`config.mk`:
```
export PLATFORM = sky130hd
export DESIGN_NAME = intdiv_mulrec_flat
export DESIGN_NICKNAME = d
export VERILOG_FILES = /design/src/rtl/intdiv_mulrec_if.sv /design/src/rtl/intdiv_mulrec.sv /design/src/flat_wrapper.sv
export SDC_FILE = /design/constraint.sdc
export NUM_CORES = 1
export LEC_CHECK = 0
export ABC_CLOCK_PERIOD_IN_PS = 8700
export CAP_MARGIN = 20
export CORE_MARGIN = 5
export CORE_UTILIZATION = 35
export DETAILED_ROUTE_END_ITERATION = 10
export SLEW_MARGIN = 20
export SYNTH_ARGS = -nofsm -noshare
export SYNTH_HDL_FRONTEND = slang
export SYNTH_SLANG_ARGS = --single-unit
export TNS_END_PERCENT = 20
```
`constraint.sdc`:
```
create_clock -name clock -period 8.7 [get_ports clock]
set_input_delay 1.74 -clock clock [delete_from_list [all_inputs] [get_ports clock]]
set_output_delay 1.74 -clock clock [all_outputs]
set_load 0.03 [all_outputs]
```
`src/rtl/intdiv_mulrec_if.sv`:
```
// Handshake and operand/result bundle between the divider-result producer
// and the z*y+r reconstructor.
interface intdiv_mulrec_if #(
    parameter int N = 9
);
    logic           in_valid;
    logic           in_ready;
    logic [N-1:0]   z;
    logic [N-1:0]   y;
    logic [N-1:0]   r;
    logic           out_valid;
    logic           out_ready;
    logic [2*N-1:0] x_rec;
    logic           fits;
    logic           rem_ok;

    modport master (
        output in_valid, z, y, r, out_ready,
        input  in_ready, out_valid, x_rec, fits, rem_ok
    );

    modport slave (
        input  in_valid, z, y, r, out_ready,
        output in_ready, out_valid, x_rec, fits, rem_ok
    );
endinterface

```
`src/rtl/intdiv_mulrec.sv`:
```
// Sequential reconstructor x_rec = z*y + r: radix-2 Booth multiply (N cycles),
// one addend cycle, then a held result with a remainder-consistency flag.
module intdiv_mulrec #(
    parameter int N  = 9,
    parameter int CW = 4
) (
    input  logic clock,
    input  logic reset,
    intdiv_mulrec_if.slave bus
);
    localparam logic [1:0] IDLE = 2'd0;
    localparam logic [1:0] MUL  = 2'd1;
    localparam logic [1:0] ADD  = 2'd2;
    localparam logic [1:0] DONE = 2'd3;

    logic [1:0]     state;
    logic [CW-1:0]  cnt;
    logic [N:0]     acc;
    logic [N-1:0]   zq;
    logic           qm1;
    logic [N-1:0]   yl;
    logic [N-1:0]   rl;
    logic [2*N-1:0] x_rec_q;
    logic           fits_q;
    logic           rem_ok_q;
    logic           out_valid_q;

    logic [N:0]     y_ext;
    logic [N:0]     r_ext;
    logic [N:0]     y_abs;
    logic [N:0]     r_abs;
    logic [N:0]     booth_sum;
    logic [2*N-1:0] product;
    logic [2*N-1:0] sum;
    logic           fits_c;
    logic           rem_ok_c;

    always_comb begin
        y_ext = {yl[N-1], yl};
        r_ext = {rl[N-1], rl};
        y_abs = y_ext[N] ? -y_ext : y_ext;
        r_abs = r_ext[N] ? -r_ext : r_ext;
        case ({zq[0], qm1})
            2'b01:   booth_sum = acc + y_ext;
            2'b10:   booth_sum = acc - y_ext;
            default: booth_sum = acc;
        endcase
        // After N shifts the low multiplier bits have been replaced by the
        // low product bits; acc[N] is only a guard bit and never needed here.
        product  = {acc[N-1:0], zq};
        sum      = product + {{N{rl[N-1]}}, rl};
        fits_c   = (&sum[2*N-1:N-1]) | ~(|sum[2*N-1:N-1]);
        rem_ok_c = (|yl) && (r_abs < y_abs) &&
                   (~(|rl) || (rl[N-1] == sum[2*N-1]));
    end

    always_ff @(posedge clock) begin
        if (reset) begin
            state       <= IDLE;
            cnt         <= '0;
            acc         <= '0;
            zq          <= '0;
            qm1         <= 1'b0;
            yl          <= '0;
            rl          <= '0;
            x_rec_q     <= '0;
            fits_q      <= 1'b0;
            rem_ok_q    <= 1'b0;
            out_valid_q <= 1'b0;
        end else begin
            case (state)
                IDLE: begin
                    if (bus.in_valid) begin
                        zq    <= bus.z;
                        yl    <= bus.y;
                        rl    <= bus.r;
                        acc   <= '0;
                        qm1   <= 1'b0;
                        cnt   <= '0;
                        state <= MUL;
                    end
                end
                MUL: begin
                    acc <= {booth_sum[N], booth_sum[N:1]};
                    zq  <= {booth_sum[0], zq[N-1:1]};
                    qm1 <= zq[0];
                    cnt <= cnt + CW'(1);
                    if (cnt == CW'(N - 1)) state <= ADD;
                end
                ADD: begin
                    x_rec_q     <= sum;
                    fits_q      <= fits_c;
                    rem_ok_q    <= rem_ok_c;
                    out_valid_q <= 1'b1;
                    state       <= DONE;
                end
                default: begin
                    if (bus.out_ready) begin
                        out_valid_q <= 1'b0;
                        state       <= IDLE;
                    end
                end
            endcase
        end
    end

    assign bus.in_ready  = (state == IDLE);
    assign bus.out_valid = out_valid_q;
    assign bus.x_rec     = x_rec_q;
    assign bus.fits      = fits_q;
    assign bus.rem_ok    = rem_ok_q;
endmodule

```
`src/flat_wrapper.sv`:
```
// flat-port wrapper written by rule: the top's interface ports become plain ports
module intdiv_mulrec_flat 
#(
    parameter int N  = 9,
    parameter int CW = 4
)
  (clock, reset, bus_in_valid, bus_z, bus_y, bus_r, bus_out_ready, bus_in_ready, bus_out_valid, bus_x_rec, bus_fits, bus_rem_ok);
  intdiv_mulrec_if #(.N(N)) bus_i ();
  input  logic clock;
  input  logic reset;
  input wire logic [$bits(bus_i.in_valid)-1:0] bus_in_valid;
  input wire logic [$bits(bus_i.z)-1:0] bus_z;
  input wire logic [$bits(bus_i.y)-1:0] bus_y;
  input wire logic [$bits(bus_i.r)-1:0] bus_r;
  input wire logic [$bits(bus_i.out_ready)-1:0] bus_out_ready;
  output wire logic [$bits(bus_i.in_ready)-1:0] bus_in_ready;
  output wire logic [$bits(bus_i.out_valid)-1:0] bus_out_valid;
  output wire logic [$bits(bus_i.x_rec)-1:0] bus_x_rec;
  output wire logic [$bits(bus_i.fits)-1:0] bus_fits;
  output wire logic [$bits(bus_i.rem_ok)-1:0] bus_rem_ok;
  assign bus_i.in_valid = bus_in_valid;
  assign bus_i.z = bus_z;
  assign bus_i.y = bus_y;
  assign bus_i.r = bus_r;
  assign bus_i.out_ready = bus_out_ready;
  assign bus_in_ready = bus_i.in_ready;
  assign bus_out_valid = bus_i.out_valid;
  assign bus_x_rec = bus_i.x_rec;
  assign bus_fits = bus_i.fits;
  assign bus_rem_ok = bus_i.rem_ok;
  intdiv_mulrec #(.N(N), .CW(CW)) u_core (.clock(clock), .reset(reset), .bus(bus_i));
endmodule
```
==> summary.md <==
| Metric | Value |
|---|---|
| Cell Area, Placed | 0.005065 sq mm |
| Hold depth | 2 |
| Hold_buf cts | 0 |
| NumNets Final | 660 |
| Final Slew Violations | 0 |
| Fmax | 266.5 MHz |
| Synth Register Bits | 64 |
| Fin Hold WS | 488.6 ps |
| Sum Neg Setup Slack | 0 ps |
| Worst path arrival time | slightly below 4000 ps |
| Wire per inst | approximately 14 um |
| H-Tree Depth | 3 |
| Number of global-route vias before repair | roughly 3600 |
| Final setup vio count | 0 |
| Vias | roughly 3900 |
| Worst-path clk slew | 50 ps |
| Pwr per Cell Area | between 300 and 400 mW/mm^2 |
| Post-synth ARST share | 0% |
| R2r setup slk | around 4900 ps |
| Synthesis-to-finish area growth | 20.02% |
| Most used DFF post-synth | dfxtp_1 |
| Postcts setup bufs | 0 |
| Most common cell after layout, fill and taps aside | nand2_1 |
| # DRC | 0 |
| Largest net degree at the start of global routing | between 60 and 70 |
| Gr usage total | between 10% and 20% |
| Die area | between 0.015 and 0.02 sq mm |
| Vias/cell | roughly 5.1 |
| WP data required | 8930 ps |
| Synthesized cell area | ~0.0045 sq mm |
| Max-Cap Viols | 0 |
| Avg Synthesized Cell Area | around 8.2 sq um |
| Worst r2r path cells | 11 |
| Synth Instances | ~540 |
| Max_slew headroom | 40.73% |
| Sequential area share after synthesis | 28.75% |
| Netlist cell types | 56 |
| Hold Crit Class | flip-flop to flip-flop |
| Ys Warns | 0 |
| # IOs | 53 |
| DRT iter0 DRCs | between 150 and 200 |
| Chip Height | roughly 120 um |
| Clock sinks | 64 |
| Grt ovf | 0 |
| Startpoint class of the critical path | flip-flop |
| Outcome | completed |
| Global-route wire length before repair | about 17000 um |
| Die X | between 100 and 150 um |
| DRT Pass-1 Iters | 5 |
| Filler Cells Inserted | 1269 |
| Synth top area share | between 20% and 30% |
| Post-synth EDFFs | 0 |
| Lkg Pwr | between 2 and 2.5 nW |
| Gp weighted congestion | roughly 0.84 |
| Clock buffer depth | 2 |
| Post-route ant nets | 0 |
| Setup crit end kind | flip-flop |
| PortBufs | 52 |
| Area leader, netlist | dfxtp_1 |
| VDD IR max | between 0.1 and 0.15 mV |
| Commonest non-fill, non-tap cells in the layout | 65 x nand2_1, 64 x dfxtp_1, 61 x nor2_1 |
| ANT cells | 0 |
| Final instance area | 0.005349 sq mm |
| Final worst path period share | between 40% and 50% |
| Site Rows | 41 |
| Worst Max-Slew Pin Slew | around 900 ps |
| Clock skew after layout | around 6.9 ps |
| Share of layout cells above drive strength 1 | under 10% |
| Mapped Nets | around 620 |
| Crit path time final | around 3800 ps |
| Post_cts resized | 0 |
| DRT Wirelength | roughly 10000 um |
| Initial Utilization | 35.46% |
| Crit Path Class | flip-flop to flip-flop |
| Clk Tree Root Cell | clkbuf_16 |
| CTS Buf Count | 9 |
| CTS tree | yes |
| RSZ-0062 raised after global routing | no |
| Worst skew pair latency | 340 ps |
| Final hold viol count | 0 |
| DPL Wire Length | 8022 um |
| Core box area | around 0.013 sq mm |
| CP Max Fanout | 4 |
| Area contributors post-synth | dfxtp_1 29%, ha_1 13%, mux2i_1 7.0% |
| Initial antenna violation count | 0 |
-- area by class of cell --
class	count	area [sq um]	area share (%)
Clock buffer	11	252.7	4.725
Clock inverter	5	31.28	0.5848
Inverter	23	86.33	1.614
Multi-Input combinational cell	427	2944	55.04
Sequential cell	64	1281	23.95
Tap cell	172	215.2	4.023
Timing Repair Buffer	55	538.0	10.06
-- path summary, 6_finish.rpt --
kind,from,to
worst max-delay path,u_core.rl[0],u_core.bus.fits
worst min-delay path,u_core.bus.x_rec[17],u_core.bus.x_rec[17]
worst max register to register,u_core.rl[0],u_core.bus.fits
worst min register to register,u_core.bus.x_rec[17],u_core.bus.x_rec[17]
-- kinds of logic after synthesis --
kind of cell	Yosys count	share of synthesized area [%]
compound gates	128	19.01
xor+xnor	41	8.057
fa+ha+maj	49	14.09
buf+inv	53	5.193
flops	64	28.75
mux	31	6.962
other cells	1	0.08414
simple gates	177	17.85
-- metal layers --
metal / GRT usage (%) / part of all wire, %
met3: 3.963 / 4.6
met2: 23.64 / 46
met5: 0 / 0
met1: 18.92 / 48
met4: 3.569 / 1.1
-- worst max-delay path, stage by stage (launching register included) --
cell and delay [ps]:
dfxtp_1 340, ha_1 230, fa_1 410, a21o_2 250, a311oi_2 280, o21ai_2 140
a221oi_4 330, xnor2_1 140, or4b_1 490, or4_1 390, or3_1 330, a2111oi_2 290
-- power breakdown --
part / switching [W] / internal (W)
Combinational: 0.000490 / 0.000362
Clock: 0.000134 / 0.000207
Sequential: 0.0000714 / 0.000356
Total: 0.000695 / 0.000925
-- state kept, by name, summed over array words and instances (netlist names) --
name and cells:
u_core.bus.out_valid 1, u_core.bus.rem_ok 1, u_core.qm1 1, u_core.state 2, u_core.zq 9, u_core.bus.x_rec 18, u_core.yl 9, u_core.bus.fits 1
u_core.cnt 4, u_core.rl 9, u_core.acc 9
-- synth_stat cells (5+ instances only) --
cell / instances
o31ai_1: 5
nor3_1: 10
ha_1: 47
nor2_1: 61
nand2_1: 65
nand3_1: 7
a21oi_1: 43
dfxtp_1: 64
xor2_1: 11
mux2i_1: 31
o21ai_0: 20
nand2b_1: 5
a211oi_1: 14
xnor2_1: 30
clkbuf_1: 25
a21o_1: 5
inv_1: 23
a22oi_1: 11
-- through the flow --
step	std cells	total power (W)	utilization, %	setup slack (ps)
2_1_floorplan	544	0.001083	-	5166
3_3_place_gp	741	0.001261	40.30	5022
3_5_place_dp	741	0.001284	40.30	4973
4_1_cts	757	0.001635	42.56	4961
5_1_grt	757	0.001763	42.56	4733
6_report	757	0.001620	42.56	4948
No activity file was read; power rests on OpenSTA's default activity.
